==> src/rtl/kb_event_gen.sv <==
// rtl/kb_event_gen.sv - keyboard event word assembler with typematic auto-repeat
module kb_event_gen #(
    parameter int REPEAT_DELAY = 12500000,
    parameter int REPEAT_RATE  = 1250000,
    parameter int BYTE_TIMEOUT = 25000,
    parameter int CNT_W        = 24
) (
    input  logic        clk,
    input  logic        rst,
    input  logic [7:0]  in_data,
    input  logic        in_valid,
    input  logic        in_sync,
    input  logic        repeat_en,
    output logic [15:0] kb_wrdata,
    output logic        kb_wr_en,
    output logic        drop
);

    localparam logic [CNT_W-1:0] CNT_ONE = {{(CNT_W-1){1'b0}}, 1'b1};
    localparam logic [CNT_W-1:0] CNT_DLY = CNT_W'(REPEAT_DELAY);
    localparam logic [CNT_W-1:0] CNT_RATE = CNT_W'(REPEAT_RATE);
    localparam logic [CNT_W-1:0] CNT_TMO = CNT_W'(BYTE_TIMEOUT);
    localparam logic [15:0]      REP_FLAG = 16'h4000;

    typedef enum logic {
        ST_LOW,
        ST_HIGH
    } asm_state_t;

    asm_state_t       state;
    asm_state_t       state_nxt;
    logic [7:0]       low_byte;
    logic [CNT_W-1:0] tmo_cnt;
    logic             host_req;
    logic             drop_req;
    logic             take_low;
    logic [15:0]      host_word;

    logic             held;
    logic [15:0]      held_word;
    logic [CNT_W-1:0] rep_cnt;
    logic             rep_pend;
    logic             rep_expire;
    logic             is_press;
    logic             is_rel_held;

    // Assembler next state: sync beats data, data beats timeout.
    always_comb begin
        state_nxt = state;
        host_req  = 1'b0;
        drop_req  = 1'b0;
        take_low  = 1'b0;
        host_word = {in_data, low_byte} & ~REP_FLAG;
        case (state)
            ST_LOW: begin
                if (in_valid) begin
                    take_low  = 1'b1;
                    state_nxt = ST_HIGH;
                end
            end
            ST_HIGH: begin
                if (in_sync) begin
                    drop_req  = 1'b1;
                    take_low  = in_valid;
                    state_nxt = in_valid ? ST_HIGH : ST_LOW;
                end else if (in_valid) begin
                    host_req  = 1'b1;
                    state_nxt = ST_LOW;
                end else if (tmo_cnt == CNT_ONE) begin
                    drop_req  = 1'b1;
                    state_nxt = ST_LOW;
                end
            end
            default: state_nxt = ST_LOW;
        endcase
    end

    // Assembler state, latched low byte and inter-byte timeout counter.
    always_ff @(posedge clk) begin
        if (rst) begin
            state    <= ST_LOW;
            low_byte <= 8'h00;
            tmo_cnt  <= '0;
        end else begin
            state <= state_nxt;
            if (take_low) begin
                low_byte <= in_data;
                tmo_cnt  <= CNT_TMO;
            end else if (state == ST_HIGH && state_nxt == ST_HIGH) begin
                tmo_cnt <= tmo_cnt - CNT_ONE;
            end
        end
    end

    // Repeat tracker decode; a pending repeat suppresses a second expiry.
    always_comb begin
        rep_expire  = held && repeat_en && !rep_pend && (rep_cnt == CNT_ONE);
        is_press    = host_req && !host_word[15] && (host_word[7:0] != 8'h00);
        is_rel_held = host_req && host_word[15] && held
                      && (host_word[7:0] == held_word[7:0]);
    end

    // Registered emission (host word wins) and held-key/repeat counter update.
    always_ff @(posedge clk) begin
        if (rst) begin
            kb_wrdata <= 16'h0000;
            kb_wr_en  <= 1'b0;
            drop      <= 1'b0;
            held      <= 1'b0;
            held_word <= 16'h0000;
            rep_cnt   <= '0;
            rep_pend  <= 1'b0;
        end else begin
            kb_wr_en <= 1'b0;
            drop     <= drop_req;
            if (host_req) begin
                kb_wr_en  <= 1'b1;
                kb_wrdata <= host_word;
            end else if ((rep_expire || rep_pend) && held && repeat_en) begin
                kb_wr_en  <= 1'b1;
                kb_wrdata <= held_word | REP_FLAG;
            end

            if (!repeat_en) begin
                held     <= 1'b0;
                rep_pend <= 1'b0;
                rep_cnt  <= '0;
            end else if (is_press) begin
                held      <= 1'b1;
                held_word <= host_word;
                rep_cnt   <= CNT_DLY;
                rep_pend  <= 1'b0;
            end else if (is_rel_held) begin
                held     <= 1'b0;
                rep_pend <= 1'b0;
                rep_cnt  <= '0;
            end else if (held) begin
                if (host_req && rep_expire) begin
                    rep_pend <= 1'b1;
                end else if (rep_pend || rep_expire) begin
                    rep_pend <= 1'b0;
                    rep_cnt  <= CNT_RATE;
                end else begin
                    rep_cnt <= rep_cnt - CNT_ONE;
                end
            end
        end
    end

endmodule

==> config.mk <==
export PLATFORM = sky130hd
export DESIGN_NAME = kb_event_gen
export DESIGN_NICKNAME = d
export VERILOG_FILES = /design/src/rtl/kb_event_gen.sv
export SDC_FILE = /design/constraint.sdc
export NUM_CORES = 1
export LEC_CHECK = 0
export CAP_MARGIN = 10
export CELL_PAD_IN_SITES_DETAIL_PLACEMENT = 1
export CELL_PAD_IN_SITES_GLOBAL_PLACEMENT = 1
export CORE_ASPECT_RATIO = 0.5
export CORE_MARGIN = 2
export CORE_UTILIZATION = 47
export CTS_CLUSTER_SIZE = 16
export DETAILED_ROUTE_END_ITERATION = 12
export PLACE_DENSITY_LB_ADDON = 0.08
export SYNTH_ARGS = -nofsm -noshare
export SYNTH_HDL_FRONTEND = slang
export SYNTH_SLANG_ARGS = --single-unit
export TNS_END_PERCENT = 30
==> constraint.sdc <==
create_clock -name clk -period 5.85 [get_ports clk]
set_input_delay 0.585 -clock clk [delete_from_list [all_inputs] [get_ports clk]]
set_output_delay 0.585 -clock clk [all_outputs]
set_load 0.03 [all_outputs]
==> results.toml <==
[grt]
gr-usage-all-layers_pct = 25.9
grt_max_degree = 55
antenna_found_initial = 0
grt_first_pass_wirelength_mm = 21.1
grt_pass1_vias = 4087
grt.overflow.total = 0

[timing]
finalClockSkew_ns = 0.00876
fmax_mhz = 251
worstMarginPinSlew_ns = 1.05
setup_viol = 0
finalMaxSlewViolations = 0
rsz0062_at_grt = "false"
timing.final.ws_setup_ns = 1.86
period_minus_slack_ns = 3.99
fin_setup_tns_ns = 0
hold_viol_final = 0
period_share_pct = 68.2
slew_headroom_pct = 29.9

[worst_setup_path]
critPathBufInv = 1
crit_type = "input pin to flop"
cp-startpoint = "in_valid"
max_stage_delay_ns = 0.91
critical-path-top-delay-family = "simple AND/OR/NAND/NOR gates"
worstPathRequired_ns = 6.12
cp-end-kind = "flop"
arrival_ns = 4.26
crit_slowest_cell = "nor2_1"
crit_chain = "clkdlybuf4s50_1, nand3b_1, nor2_1, nand2_1, nor2_1, nand2_1, a21oi_1"
start_kind = "input pin"
crit_fanout = 23
rrSetupSlack_ns = 2.41
r2r_start = "state$_SDFF_PP0_"

[clock_tree]
insertion_delay_ns = 0.35
path_clk_slew_ns = 0.07
cts_tree = "done"
h-tree-depth = 3
post_cts.repair.setup_buffers = 0
clock-sinks = 92
cts-resized-gates = 0
cts_buffers = 9
cts_buffer_depth = 2
hold_buffers = 0
cts_root_buffer = "clkbuf_16"

[outcome]
status = "complete, no violations"

[synth]
yosys_warnings = 0
synth_area_leaders = "dfxtp_1 (41%), nand2_1 (8.0%), nor2_1 (5.4%), a21oi_1 (5.2%), a311oi_1 (3.5%)"
ys_seq_area_share_pct = 40.8
async_reset_ff_share_pct = 0
synthTopCellsByCount = "nand2_1 (96), dfxtp_1 (92), nor2_1 (65)"
ys_ff_latch = 92
syn_area_um2 = 4520
synth_top_area_share_pct = 40.8
yosysTopAreaCell = "dfxtp_1"
ys_types = 58
postSynthCellCount = 569
yosys.cell_count.top_type = "nand2_1"
synth_edf_count = 0
synth_top_flop_cell = "dfxtp_1"
postSynthAreaPerCell_um2 = 7.94
synth_nets = 586

[pwr]
swShare_pct = 26.9
leakagePower_nw = 1.86
p_switching_mw = 0.366
powerDensity_nw_per_um2 = 264
p_int_mw = 0.992
p_seq_share_pct = 48.5
peakVddDrop_mv = 0.159
p_clk_share_pct = 41.0
combPwrFrac_pct = 10.5

[floorplanning]
die_x_um = 143
die_y_um = 73.3
core_um2 = 9380
io_pins = 31
dieArea_um2 = 10500
core.rowCount = 25
initial_utilization_pct = 48.1

[final_layout]
multi_input_area_um2 = 2520
areaGrowthSynthToFinish_pct = 13.7
antennaDiodeCount = 0
drive_gt1_share_pct = 5.46
finalNetCount = 599
final-seq-area_um2 = 1840
n_fill_cell = 1177

[hold_path]
hold_class = "flop to flop"
min_from = "held_word[12]$_SDFFE_PP0P_"

[detailed_routing]
dr.pass1.iters = 7
ant_nets = 0
drtIter0Drc = 267
wl_per_cell_um = 18.4
wirelength_mm = 13.0
vias = 4306
routed_via_density = 6.09
drc = 0

[place]
io_buffers = 30
dp_hpwl_mm = 8.71
post-place-ws_ns = 1.52
gp_congestion = 0.836

[run]
maxCapViolations = 0
-- layer usage --
metal / vias up / routed length (um) / GRT usage, %
met1: 2109 / 6510 / 36.3
met3: 14 / 674 / 5.93
met5: - / 0 / 0
li1: 2086 / - / -
met4: 0 / 133 / 6.82
met2: 97 / 5680 / 40.6
-- cells by family (layout without fill, tap and decap cells) --
group | Yosys count | count (layout) | share of synthesized area [%]
muxes | 1 | 1 | 0.249
AOI/OAI and AO/OA | 146 | 146 | 21.9
buffers and inverters | 38 | 55 | 3.35
and+or+nand+nor | 269 | 269 | 28.9
DFF | 92 | 92 | 40.8
adders and majority gates | 4 | 4 | 1.11
xor gates and xnor gates | 19 | 19 | 3.68
-- layout make-up --
class / count / share of cell area (%)
multi-input cells: 439 / 49.1
flip-flops and latches: 92 / 35.8
repair buffers: 33 / 6.18
clock buffers: 11 / 4.72
well taps: 121 / 2.95
clock inverters: 4 / 0.657
inverters: 7 / 0.511
-- sequential cells by signal (all words and copies together) (netlist names) --
name and count:
drop 1, held 1, held_word 15, kb_wr_en 1, kb_wrdata 16, low_byte 8, rep_cnt 24, rep_pend 1
state 1, tmo_cnt 24
-- power groups by stage --
stage               combinational, mW  sequential, mW  clock, mW
floorplan                      0.0882           0.674          0
global placement                0.135           0.672          0
detailed placement              0.139           0.673          0
CTS                             0.141           0.659      0.565
global route                    0.156           0.661      0.587
finish                          0.142           0.659      0.557
-- final timing paths --
kind	cells past startpoint	endpoint
worst max-delay path	7	held_word[0]$_SDFFE_PP0P_
worst min-delay path	2	held_word[12]$_SDFFE_PP0P_
worst max register to register	6	held_word[0]$_SDFFE_PP0P_
worst min register to register	2	held_word[12]$_SDFFE_PP0P_
-- tightest hold or removal path, delay by kind of cell (launching register included) --
kind               cells  cell delay (ns)
AOI/OAI and AO/OA      1             0.05
DFF                    1             0.31
and+or+nand+nor        1             0.05
-- cells in the final DEF, fill, tap and decap left out, types with 9 or more instances in the layout --
cell type and count:
o21ai_0 21, nand2_1 96, a31oi_1 9, nor2_1 65, dfxtp_1 92, nand2b_1 9, nand3_1 19, clkdlybuf4s50_1 29
clkbuf_16 9, a311oi_1 18, a21oi_1 47, a211oi_1 9, xor2_1 18, nor3_1 19, or3_1 10
-- through the flow --
stage	std cells	power (mW)	hold slack [ns]	util [%]	instance area (um2)
2_1_floorplan	569	0.763	0.430	-	4520
3_3_place_gp	692	0.807	0.442	51.8	4860
3_5_place_dp	692	0.812	0.448	51.8	4860
4_1_cts	707	1.36	0.459	54.8	5140
5_1_grt	707	1.40	0.475	54.8	5140
6_report	707	1.36	0.458	54.8	5140
Power figures use the tool's default switching activity.
